File: config.mk
export PLATFORM = sky130hd
export DESIGN_NAME = fetch_run_ctrl
export DESIGN_NICKNAME = d
export VERILOG_FILES = /design/src/rtl/cpu_pkg.sv /design/src/rtl/fetch_run_ctrl_sat_counter.sv /design/src/rtl/fetch_run_ctrl.sv
export SDC_FILE = /design/constraint.sdc
export NUM_CORES = 1
export LEC_CHECK = 0
export ABC_AREA = 1
export BUFFER_PORTS_ARGS = -buffer_cell sky130_fd_sc_hd__clkbuf_2
export CAP_MARGIN = 40
export CORE_ASPECT_RATIO = 1.5
export CORE_MARGIN = 1
export CORE_UTILIZATION = 50
export CTS_BUF_LIST = sky130_fd_sc_hd__clkbuf_4 sky130_fd_sc_hd__clkbuf_8
export CTS_CLUSTER_DIAMETER = 30
export DETAILED_ROUTE_END_ITERATION = 7
export GPL_TIMING_DRIVEN = 1
export MAX_ROUTING_LAYER = met4
export PLACE_DENSITY = 0.74
export RECOVER_POWER = 50
export SYNTH_ARGS = -nofsm -noshare
export SYNTH_HDL_FRONTEND = slang
export SYNTH_HIERARCHICAL = 1
export SYNTH_SLANG_ARGS = --single-unit
File: constraint.sdc
create_clock -name clk -period 2 [get_ports clk]
set_input_delay 0.2 -clock clk [delete_from_list [all_inputs] [get_ports clk]]
set_output_delay 0.2 -clock clk [all_outputs]
set_load 0.01 [all_outputs]
File: src/rtl/cpu_pkg.sv
// cpu_pkg: shared state encodings, command codes and HALT encoding for the fetch run controller.
package cpu_pkg;
  typedef enum logic [2:0] {
    ST_IDLE  = 3'd0,
    ST_RUN   = 3'd1,
    ST_STEP  = 3'd2,
    ST_DRAIN = 3'd3,
    ST_DONE  = 3'd4
  } state_t;
  localparam logic [1:0] CMD_NOP   = 2'b00;
  localparam logic [1:0] CMD_RUN   = 2'b01;
  localparam logic [1:0] CMD_STEP  = 2'b10;
  localparam logic [1:0] CMD_PAUSE = 2'b11;
  localparam logic [31:0] HALT_WORD_DEFAULT = 32'hFFFF_FFFF;
endpackage

File: src/rtl/fetch_run_ctrl_sat_counter.sv
// sat_counter: synchronous up-counter that sticks at all-ones instead of wrapping.
module sat_counter #(
  parameter int nbits = 32
) (
  input  logic             clk,
  input  logic             reset,
  input  logic             inc,
  output logic [nbits-1:0] count
);
  always_ff @(posedge clk) begin
    if (reset) count <= '0;
    else if (inc && !(&count)) count <= count + 1'b1;
  end
endmodule

File: src/rtl/fetch_run_ctrl.sv
// fetch_run_ctrl: RUN/STEP/PAUSE sequencer for fetch db_ena, HALT detection and pipeline drain.
// Optional watchdog enabled by defining CYCLE_LIMIT_EN.
module fetch_run_ctrl
  import cpu_pkg::*;
#(
  parameter int          CYCLE_W    = 32,
  parameter logic [31:0] HALT_WORD  = HALT_WORD_DEFAULT,
  parameter int          DRAIN_CYC  = 4,
  parameter int          MAX_CYCLES = 1_000_000
) (
  input  logic               clk,
  input  logic               reset,
  input  logic               cmd_valid,
  input  logic [1:0]         cmd_code,
  output logic               cmd_ready,
  input  logic [31:0]        instruction,
  output logic               db_ena,
  output logic               PC_end,
  output logic               busy,
  output logic               done,
  output logic               timeout,
  output logic [CYCLE_W-1:0] cycle_count,
  output logic [2:0]         state
);
  state_t     r_state, w_next;
  logic [3:0] r_drain, w_drain_nx;
  logic       r_cmd_ready, r_db_ena, r_pc_end, r_busy, r_done;
  logic       w_acc, w_fetching, w_halt, w_lim;
  assign w_acc      = cmd_valid && r_cmd_ready;
  assign w_fetching = (r_state == ST_RUN) || (r_state == ST_STEP);
  assign w_halt     = w_fetching && (instruction == HALT_WORD);
`ifdef CYCLE_LIMIT_EN
  logic r_timeout;
  assign w_lim = (r_state == ST_RUN) && (cycle_count == CYCLE_W'(MAX_CYCLES - 1));
  always_ff @(posedge clk) begin
    if (reset) r_timeout <= 1'b0;
    else r_timeout <= r_timeout | w_lim;
  end
  assign timeout = r_timeout;
`else
  logic w_unused_max;
  assign w_unused_max = ^MAX_CYCLES;
  assign w_lim        = 1'b0;
  assign timeout      = 1'b0;
`endif
  // HALT and watchdog outrank any command seen in the same cycle
  always_comb begin
    w_next     = r_state;
    w_drain_nx = r_drain;
    if (w_halt || w_lim) begin
      w_next     = ST_DRAIN;
      w_drain_nx = 4'(DRAIN_CYC - 1);
    end else begin
      case (r_state)
        ST_IDLE:  w_next = (w_acc && cmd_code == CMD_RUN)  ? ST_RUN  :
                           (w_acc && cmd_code == CMD_STEP) ? ST_STEP : ST_IDLE;
        ST_RUN:   w_next = (w_acc && cmd_code == CMD_PAUSE) ? ST_IDLE : ST_RUN;
        ST_STEP:  w_next = ST_IDLE;
        ST_DRAIN: begin
          w_next     = (r_drain == 4'd0) ? ST_DONE : ST_DRAIN;
          w_drain_nx = (r_drain == 4'd0) ? r_drain : r_drain - 4'd1;
        end
        ST_DONE:  w_next = ST_DONE;
        default:  w_next = ST_IDLE;
      endcase
    end
  end
  always_ff @(posedge clk) begin
    if (reset) begin
      r_state     <= ST_IDLE;
      r_drain     <= 4'd0;
      r_cmd_ready <= 1'b1;
      r_db_ena    <= 1'b0;
      r_pc_end    <= 1'b0;
      r_busy      <= 1'b0;
      r_done      <= 1'b0;
    end else begin
      r_state     <= w_next;
      r_drain     <= w_drain_nx;
      r_cmd_ready <= (w_next == ST_IDLE) || (w_next == ST_RUN);
      r_db_ena    <= (w_next == ST_RUN) || (w_next == ST_STEP) || (w_next == ST_DRAIN);
      r_busy      <= (w_next == ST_RUN) || (w_next == ST_STEP) || (w_next == ST_DRAIN);
      r_pc_end    <= r_pc_end | w_halt | w_lim;
      r_done      <= r_done | (w_next == ST_DONE);
    end
  end
  sat_counter #(.nbits(CYCLE_W)) u_cnt (
    .clk   (clk),
    .reset (reset),
    .inc   (w_fetching),
    .count (cycle_count)
  );
  assign cmd_ready = r_cmd_ready;
  assign db_ena    = r_db_ena;
  assign PC_end    = r_pc_end;
  assign busy      = r_busy;
  assign done      = r_done;
  assign state     = r_state;
endmodule
* Yosys cells after proc, flatten, opt, wreduce, memory -nomap -nowiden
Index checks and enable logic that the tools add are counted.
** Operators by class
- Add/subtract/negate cells :: 2
- $mul :: 0
- Divide/modulo/power cells :: 0
- $lt $le $gt $ge :: 0
- Equal/unequal tests :: 13
- Shift-type cells :: 0
- Mux-type cells :: 9
- Bitwise logic cells :: 3
- Reduce and logical (&&, ||, !) cells :: 19
** Operators with widths (count)
- $add 32x1->32 const B :: 1
- $eq 32x32->1 const B :: 1
- $reduce_and 32->1 :: 1
- $eq 3x2->1 const B :: 4
- $pmux 3 s4 :: 1
- $mux 2 :: 5
- $eq 3x1->1 const B :: 2
- $eq 3x3->1 const B :: 2
- $logic_and 1x1->1 :: 6
- $logic_not 3->1 :: 2
- $mux 3 :: 2
- $eq 2x2->1 const B :: 2
- $logic_not 4->1 :: 1
- $logic_or 1x1->1 :: 4
- $reduce_and 2->1 :: 2
- $sub 4x1->4 const B :: 1
- $eq 2x1->1 const B :: 1
- $ne 2x2->1 const B :: 1
- $or 1x1->1 :: 2
- $reduce_bool 2->1 :: 1
- $reduce_or 2->1 :: 1
- $logic_not 1->1 :: 1
- $mux 1 :: 1
- $not 1->1 :: 1
** Word-level totals
- Bits in registers :: 43
- Latch bits :: 0
- Bits in writable memories :: 0
- ROM bits :: 0
- Logic and storage cells :: 54
- Memories :: 0

* Depth between registers and ports, before layout
Gate-level depths: netlist of run 1.
- Word-level depth :: 9
- Mapped depth :: 12
- Depth with buffers taken out :: 12

* Cells and area by module
Netlist of run 1, hierarchy kept.
** By module, submodules not included
- sat_counter :: times used 1, cells each 320, area an instance 1984.4 µm²
- fetch_run_ctrl :: times used 1, cells each 133, area an instance 809.5 µm²

* Least setup slack after synthesis of run 1
No wires, ideal clock.
- Path type :: register -> register
- Start point :: register r_state[0] (netlist: state[0])
- End point :: register u_cnt.count[23]
- Library setup time :: 113 ps
- Arrival :: 1543 ps
- Required time :: 1887 ps
- Path slack :: 344 ps
- Stages on the path, launching flop included :: 12
- Path through :: dfxtp_1 -> inv_1 -> nand2_2 -> nand3_2 -> inv_1 -> inv_1 -> nor2_2 -> nand2_1 -> nor2_2 -> nand3_1 -> nor2_1 -> nor2_1
** On the way
- Cells in the longest elaborated chain, start to end :: 3
- Elaborated cells between the ends (all ways) :: 4
- Classes of those cells :: eq/ne (2); reduce/logical (2)
** RTL lines
- start, declared :: RTL line fetch_run_ctrl.sv:25 : state_t r_state, w_next;
- start signal, assigned :: RTL line fetch_run_ctrl.sv:78 : r_state <= w_next;
- $eq 3x1->1 / $eq 3x2->1 (equally long branches) :: RTL line fetch_run_ctrl.sv:30 : assign w_fetching = (r_state == ST_RUN) || (r_state == ST_STEP);
- $logic_or 1x1->1 (*) :: RTL line fetch_run_ctrl.sv:30
- named net w_fetching :: RTL line fetch_run_ctrl.sv:28 : logic w_acc, w_fetching, w_halt, w_lim;
- $logic_and 1x1->1 (*) :: RTL line fetch_run_ctrl_sat_counter.sv:12 : else if (inc && !(&count)) count <= count + 1'b1;
- end signal, assigned :: RTL line fetch_run_ctrl_sat_counter.sv:12
- end, declared :: RTL line fetch_run_ctrl_sat_counter.sv:8 : output logic [nbits-1:0] count
The timed path passes the listed nets; every way through them passes the cells marked *.
A chain may end at the register's enable or synchronous reset.

* Worst setup path after layout of run 1
- Start point :: register u_cnt.count[0]
- End point :: register u_cnt.count[4]
** On the way
- Cells in the longest elaborated chain, start to end :: 3
- Elaborated cells between the ends (all ways) :: 4
- Classes of those cells :: add/sub (1); reduce/logical (3)
** RTL lines
- parallel branches: the longest is 3 deep, another holds $add 32x1->32
Parallel ways; which one is timed is not known.

==> results of run 1 <==
final cells by class:
class / instances / share of cell area, %
multi-input combinational: 362 / 51.7
inverter: 36 / 4.18
sequential: 43 / 26.2
clock inverter: 3 / 1.33
timing repair buffer: 84 / 11.8
tap: 70 / 2.66
clock buffer: 5 / 2.09
power breakdown:
| part | total, mW | switching, mW | internal, mW |
|---|---|---|---|
| sequential | 0.866 | 0.00387 | 0.862 |
| combinational | 0.150 | 0.0887 | 0.0611 |
| clock | 0.685 | 0.313 | 0.372 |
| total | 1.70 | 0.406 | 1.29 |
worst paths after layout:
kind / endpoint / slack [ps]
setup / recovery: u_cnt/count[4]$_SDFFE_PP0P_ / 180
hold / removal: u_cnt/count[1]$_SDFFE_PP0P_ / 240
setup reg to reg: u_cnt/count[4]$_SDFFE_PP0P_ / 180
hold reg to reg: PC_end$_SDFF_PP0_ / 450
synth_stat cells (all sizes together) (2+ instances only):
master	instances	area share (%)
nand2	136	19
nor2	111	17
dfxtp	43	31
nand3	40	8.2
inv	36	4.9
a21oi	31	6.0
nand4	15	3.4
buf	9	2.6
nor3	7	1.3
nand3b	6	2.1
o21ai	4	0.72
a31oi	3	0.67
clkbuf	3	0.40
xor2	3	0.94
ha	2	0.90
state kept, by name (all words and copies together), names as in the netlist:
name	count
u_cnt/count	32
done	1
cmd_ready	1
state	3
r_drain	4
busy	1
PC_end	1
kinds of logic (layout without fill, tap and decap cells):
kind of cell               Yosys count  count (layout)  synth area share [%]
AOI/OAI and AO/OA                   39              39                  7.75
xor gates and xnor gates             4               4                  1.25
adders and majority gates            2               2                 0.896
buffers and inverters               48             128                  7.97
DFF                                 43              43                  30.8
other                                1               1                 0.134
and+or+nand+nor                    316             316                  51.2
worst register-to-register path, cell delays in order, from the launching register on:
cell and delay (ps):
dfxtp_1 350, ha_1 200, nand2_1 110, nor2_4 160, nand2_4 90, nor2_1 110
nand2_1 180, buf_4 240, nand2_1 110, nand2_1 60, a21oi_1 120
layer usage:
layer	track usage, %	routed length (um)	vias to the layer above
met5	-	0	-
met4	14.0	291	0
met3	4.76	308	25
met2	52.4	3950	87
met1	26.8	2820	1378
li1	-	-	1609
per-stage QoR:
step	power, mW	instances	hold slack, ps	instance area [um^2]
floorplan	0.968	453	269	2790
detailed placement	1.04	595	444	3240
finish	1.70	603	236	3290
CTS	1.72	603	228	3350
global route	1.77	603	255	3290
global placement	1.03	595	444	3240
==> out/qor.yml, run 1 <==
placed_design:
  pre_cts_ws_ps: 202
  port_buffers: 76
  dpl.hpwl_mm: 5.90
  gp_congestion: 0.960
power_and_ir_drop:
  p_per_area_nw_per_um2: 517
  irDropWorstVdd_v: 0.000433
  p_leak_nw: 1.32
floorplan:
  placementRows: 33
  die_h_um: 93.6
  start_util_pct: 51.7
  die_area_um2: 5900
  core_um2: 5410
  die_w_um: 63.0
  io_pins: 78
yosys:
  ys.flop_type: "dfxtp_1"
  syn_area_per_cell_um2: 6.17
  synth-edff-count: 0
  synth_seq_area_share_pct: 30.8
  synth.distinct_cells: 32
  async_reset_ff_share_pct: 0
  synth.cell_area_um2: 2790
  synth_cells: 453
  syn_nets: 492
  yosys_warnings: 6
  ys_ff_latch: 43
finish:
  synthToLayoutAreaGrowth_pct: 17.8
  layout_commonest_cell: "nand2_1"
  post-route-util_pct: 60.8
  diodes: 0
  fillers: 560
  regArea_um2: 861
  multiInputGateArea_um2: 1700
  final_nets: 571
  layout-drive-gt1-share_pct: 15.2
  mostFrequentLayoutCells: "130 x nand2_1, 96 x nor2_1, 43 x dfxtp_1"
grt:
  gr-total-overflow: 0
  grt_pass1_wl_mm: 12.6
  grt_max_degree: 30
  grt.total_usage_pct: 27.8
  grt_pass1_vias: 2956
  grt_antenna_before_repair: 0
route:
  vias: 3099
  wl_per_cell_um: 12.2
  drc: 0
  vias_per_cell: 5.14
  drt_pass1_iterations: 4
  wirelength_mm: 7.36
  ant_nets: 0
  drt_iter0_markers: 117
worst_setup_path:
  cp.depth: 10
  slowest_delay_ps: 350
  crit_path_cell_trace: "ha_1, nand2_1, nor2_4, nand2_4, nor2_1, nand2_1, buf_4, nand2_1, nand2_1, a21oi_1"
  rr_worst_depth: 10
  cp-startpoint: "u_cnt/count[0]$_SDFFE_PP0P_"
  worstSetupPathType: "register to register"
  cp_max_fo: 12
  required_ps: 2220
  worstPathArrival_ps: 2040
  r2r-start: "u_cnt/count[0]$_SDFFE_PP0P_"
  endpoint_kind: "register"
  cp_common_cell: "nand2_1"
  slowest_stage: "dfxtp_1"
  critPathBufInv: 1
  cp_top_family: "simple AND/OR/NAND/NOR gates"
  startpoint_type: "register"
sta:
  final_hold_viol_count: 0
  timing.final.crit_share_pct: 90.9
  grt_setup_unrepaired: "no"
  fmax_mhz: 550
  fin_ws_ps: 183
  layout_min_cycle_time_ps: 1820
  maxSlewViolCount: 0
  setup_viol: 0
  fin_setup_tns_ps: 0
  fin_skew_ps: 14.8
clock_tree:
  cts-root-buf: "clkbuf_8"
  clkTransAtPathRegs_ps: 90
  tritoncts: "built"
  htreeDepth: 2
  cts_buffers: 5
  holdBufCountCts: 0
  cts_resized: 0
  clk_path_buf_depth: 2
  insertion_delay_ps: 300
  post_cts_buffers: 0
  cts.sinks: 43
hold_path:
  hold_class: "input port to register"
  hold_path_depth: 2
  hp-start: "reset"
run:
  drv_cap: 0
run_status:
  status: "completed"
(Power assumes the default switching activity.)
==> inputs of run 2 (changes only) <==
CELL_PAD_IN_SITES_DETAIL_PLACEMENT = 0   (was unset)
CELL_PAD_IN_SITES_GLOBAL_PLACEMENT = 1   (was unset)
CORE_UTILIZATION = 37   (was 50)
PLACE_DENSITY = 0.8   (was 0.74)
==> out/qor.yml, run 2 (synthesis results as in run 1) <==
worst_setup_path:
  r2r-start: "u_cnt/count[1]$_SDFFE_PP0P_"
  critPathBufInv: 1
  rr_worst_depth: 11
  crit_path_cell_trace: "ha_1, nand2_1, nor2_4, nand2_4, nor2_1, nand2_1, buf_4, nand3_1, nand2_1, nand2_1, nor2_1"
  cp_max_fo: 23
  cp_common_cell: "nand2_1"
  worstPathArrival_ps: 2000
  required_ps: 2200
  startpoint_type: "register"
  slowest_delay_ps: 400
  slowest_stage: "dfxtp_1"
  worstSetupPathType: "register to register"
  timing.rr.end: "u_cnt/count[12]$_SDFFE_PP0P_"
  cp_top_family: "simple AND/OR/NAND/NOR gates"
  endpoint_kind: "register"
  reg2reg_setup_slack_ps: 200
floorplan:
  die_h_um: 108
  start_util_pct: 38.4
  core_um2: 7270
  die_area_um2: 7910
  die_w_um: 73.0
  io_pins: 78
  placementRows: 38
finish:
  final_cell_area_um2: 3300
  synthToLayoutAreaGrowth_pct: 18.1
  layout_commonest_cell: "nand2_1"
  top_register: "u_cnt/count"
  layout-drive-gt1-share_pct: 15.2
  largest_reg_flops: 32
  post-route-util_pct: 45.4
  finalNonFillerCells: 632
  final_nets: 570
  mostFrequentLayoutCells: "130 x nand2_1, 96 x nor2_1, 42 x dfxtp_1"
  diodes: 0
grt:
  grt_pass1_wl_mm: 13.2
  gr-total-overflow: 0
  grt_antenna_before_repair: 0
  grt_pass1_vias: 3026
  grt.total_usage_pct: 22.1
  grt_max_degree: 30
power_and_ir_drop:
  irDropWorstVdd_v: 0.000371
  p_leak_nw: 1.31
  p_total_mw: 1.61
  p_per_area_nw_per_um2: 488
route:
  vias: 3130
  wl_per_cell_um: 12.7
  drt_iter0_markers: 118
  vias_per_cell: 4.95
  ant_nets: 0
  drc: 0
  wirelength_mm: 8.05
  drt_pass1_iterations: 4
placed_design:
  gp_congestion: 0.861
  dpl_cell_area_um2: 3260
  dpl.hpwl_mm: 6.33
  pre_cts_ws_ps: 194
  port_buffers: 76
  placedCellCount: 623
run:
  drv_cap: 0
sta:
  maxSlewViolCount: 0
  fin_skew_ps: 6.74
  grt_setup_unrepaired: "no"
  fmax_mhz: 556
  setup_viol: 0
  fin_setup_tns_ps: 0
  final_hold_viol_count: 0
  hold_slack_ps: 238
  timing.final.crit_share_pct: 90.0
  layout_min_cycle_time_ps: 1800
  fin_ws_ps: 200
run_status:
  status: "completed"
clock_tree:
  insertion_delay_ps: 300
  clk_path_buf_depth: 2
  cts_buffers: 5
  cts.sinks: 43
  cts-root-buf: "clkbuf_8"
  clkTransAtPathRegs_ps: 100
  htreeDepth: 2
  post_cts_buffers: 0
  tritoncts: "built"
hold_path:
  hold_class: "input port to register"
  holdPathEnd: "PC_end$_SDFF_PP0_"
  hp-start: "reset"
  hold_path_depth: 2
==> run 2: worst max path at each step <==
stage	cells past startpoint	endpoint	slack [ps]	start
after CTS	11	u_cnt/count[12]$_SDFFE_PP0P_	180	u_cnt/count[0]$_SDFFE_PP0P_
after detailed placement	11	u_cnt/count[12]$_SDFFE_PP0P_	190	u_cnt/count[0]$_SDFFE_PP0P_
after floorplan	11	u_cnt/count[23]$_SDFFE_PP0P_	340	state[0]$_SDFF_PP0_
after global placement	11	u_cnt/count[12]$_SDFFE_PP0P_	220	u_cnt/count[0]$_SDFFE_PP0P_
final	11	u_cnt/count[12]$_SDFFE_PP0P_	200	u_cnt/count[1]$_SDFFE_PP0P_
after global routing	12	u_cnt/count[31]$_SDFFE_PP0P_	5	state[0]$_SDFF_PP0_
==> run 2: routing by layer <==
metal,vias to the layer above,global-route usage (%),routed length (um)
met5,-,-,0
met2,102,42.1,4360
met4,0,10.1,217
met1,1399,21.9,3160
met3,14,2.70,314
li1,1615,-,-
==> run 2: repair_timing <==
action,4_1_cts,5_1_grt
hold buffers,0,0
endpoints found under the setup margin,0,5
gates resized for setup,0,1
==> run 2: area by class of cell <==
class                   count  area, um^2
fillers                   823        3970
inverters                  36         138
well taps                 100         125
clock inverters             3        23.8
multi-input cells         363        1710
clock buffers               5        68.8
repair buffers             82         374
flip-flops and latches     43         862
==> run 2: where the power goes <==
group / total (mW) / leakage [nW] / switching, mW / internal (mW)
clock network: 0.594 / 0.0408 / 0.343 / 0.250
logic: 0.148 / 0.917 / 0.0878 / 0.0605
registers: 0.867 / 0.347 / 0.00531 / 0.862
==> inputs of run 3 (changes only) <==
SYNTH_HIERARCHICAL = unset   (was 1)
==> out/qor.yml, run 3 <==
route:
  vias: 3072
  drc: 0
  wl_per_cell_um: 12.3
  drt_pass1_iterations: 4
  m1WireLength_mm: 3.40
  ant_nets: 0
  drt_iter0_markers: 84
  wl_met2_mm: 4.03
  highest_layer: "met4"
  wirelength_mm: 7.90
  vias_per_cell: 4.77
  wl_met3_um: 272
floorplan:
  start_util_pct: 38.4
  die_w_um: 73.2
  io_pins: 78
  die_area_um2: 7970
  die_h_um: 109
  placementRows: 38
  core_um2: 7320
clock_tree:
  cts_buffers: 5
  cts-root-buf: "clkbuf_8"
  holdBufCountCts: 0
  cts_resized: 0
  insertion_delay_ps: 300
  clkTransAtPathRegs_ps: 80
  cts.sinks: 43
  clk_path_buf_depth: 2
  tritoncts: "built"
  htreeDepth: 2
  post_cts_buffers: 0
sta:
  fmax_mhz: 545
  grt_setup_unrepaired: "no"
  final_hold_viol_count: 0
  fin_ws_ps: 165
  fin_setup_tns_ps: 0
  setup_viol: 0
  maxSlewViolCount: 0
  timing.final.crit_share_pct: 91.7
  fin_skew_ps: 2.60
  layout_min_cycle_time_ps: 1830
yosys:
  ys.flop_type: "dfxtp_1"
  synth_seq_area_share_pct: 30.6
  synth-edff-count: 0
  synthTopCellsByCount: "163 x nand2_1, 75 x nor2_1, 43 x dfxtp_1"
  async_reset_ff_share_pct: 0
  yosysMostFrequentCell: "nand2_1"
  syn_area_per_cell_um2: 6.17
  syn_nets: 495
  synthTopCellsByArea: "dfxtp_1 31%, nand2_1 22%, nor2_1 10%, inv_1 5.6%, a21oi_2 5.3%"
  synth_area_leader_cell: "dfxtp_1"
  synth.cell_area_um2: 2820
  synth_cells: 456
  synth.distinct_cells: 30
  synth_top_area_share_pct: 30.6
  yosys_warnings: 0
  ys_ff_latch: 43
worst_setup_path:
  cp_max_fo: 18
  slowest_delay_ps: 350
  worstSetupPathType: "register to register"
  endpoint_kind: "register"
  slowest_stage: "dfxtp_1"
  crit_path_cell_trace: "ha_1, inv_2, nor2_4, nand2_4, nor2_4, nand2_4, nand2_8, buf_4, o21ai_0, nor2_1"
  startpoint_type: "register"
  required_ps: 2240
  worstPathArrival_ps: 2070
finish:
  final_nets: 582
  diodes: 0
  layout_commonest_cell: "nand2_1"
  multiInputGateArea_um2: 1710
  layout-drive-gt1-share_pct: 16.5
  top_register: "u_cnt.count"
  largest_reg_flops: 32
  fillers: 870
  mostFrequentLayoutCells: "163 x nand2_1, 75 x nor2_1, 43 x dfxtp_1, 43 x clkbuf_2, 42 x inv_1"
  synthToLayoutAreaGrowth_pct: 19.6
  regArea_um2: 861
grt:
  grt_antenna_before_repair: 0
  grt_max_degree: 30
  grt.total_usage_pct: 21.4
  grt_pass1_vias: 2894
  gr-total-overflow: 0
  grt_pass1_wl_mm: 12.7
power_and_ir_drop:
  p_per_area_nw_per_um2: 471
  irDropWorstVdd_v: 0.000314
  p_leak_nw: 1.30
run_status:
  status: "completed"
placed_design:
  pre_cts_ws_ps: 186
  port_buffers: 76
  gp_congestion: 0.860
  dpl.hpwl_mm: 6.28
run:
  drv_cap: 0
hold_path:
  hold_class: "input port to register"
-- run 3: cell count changes after synthesis, sizes merged, moves of 3 or more --
| cell | previous run | this run |
|---|---|---|
| nand2 | 136 | 167 |
| nor2 | 111 | 83 |
| nand3 | 40 | 26 |
| inv | 36 | 45 |
| xnor2 | 1 | 7 |
| xor2 | 3 | 8 |
| nor3 | 7 | 3 |
| nand3b | 6 | 3 |
| o21ai | 4 | 7 |
-- run 3: logic make-up after synthesis --
group / count (synthesis) / synth area share, %
simple gates: 301 / 45.8
fa+ha+maj: 2 / 0.889
compound gates: 39 / 9.24
other cells: 1 / 0.133
flops: 43 / 30.6
xor+xnor: 15 / 4.67
buf+inv: 55 / 8.71
-- run 3: layout make-up --
class | instances | area share, %
Clock inverter | 3 | 0.446
Tap cell | 100 | 3.72
Inverter | 45 | 5.02
Sequential cell | 43 | 25.6
Multi-Input combinational cell | 358 | 50.8
Timing Repair Buffer | 90 | 12.4
Clock buffer | 5 | 2.04
-- run 3: worst paths after layout --
check	cells past startpoint	endpoint	startpoint	slack (ps)
max reg2reg	10	u_cnt.count[0]$_SDFFE_PP0P_	u_cnt.count[1]$_SDFFE_PP0P_	170
min	5	r_drain[1]$_SDFFE_PP0P_	instruction[22]	260
max	10	u_cnt.count[0]$_SDFFE_PP0P_	u_cnt.count[1]$_SDFFE_PP0P_	170
min reg2reg	2	PC_end$_SDFF_PP0_	PC_end$_SDFF_PP0_	460
-- run 3: stage by stage --
stage | std cells | hold slack (ps) | area (um^2) | power, mW | utilization, %
6_report | 644 | 255 | 3370 | 1.58 | 46.0
2_1_floorplan | 456 | 388 | 2820 | 0.984 | -
3_3_place_gp | 636 | 449 | 3350 | 1.05 | 45.7
5_1_grt | 644 | 297 | 3370 | 1.66 | 46.0
3_5_place_dp | 636 | 445 | 3350 | 1.05 | 45.7
4_1_cts | 644 | 262 | 3430 | 1.61 | 46.9
-- run 3: worst max-delay path, delay by kind of cell, from the launching register on --
kind / cells / cell delay (ps)
and+or+nand+nor: 6 / 720
DFF: 1 / 350
buffers and inverters: 2 / 310
adders and majority gates: 1 / 280
AOI/OAI and AO/OA: 1 / 100
-- run 3: where the power goes --
| part | total (mW) | switching, mW | internal, mW |
|---|---|---|---|
| sequential | 0.867 | 0.00463 | 0.863 |
| clock | 0.554 | 0.314 | 0.239 |
| combinational | 0.162 | 0.103 | 0.0593 |
| total | 1.58 | 0.422 | 1.16 |
-- run 3: per-layer routing --
layer,global-route usage (%),up-vias
met5,-,-
met4,8.54,0
met3,2.68,15
met2,40.2,77
met1,22.0,1373
li1,-,1607
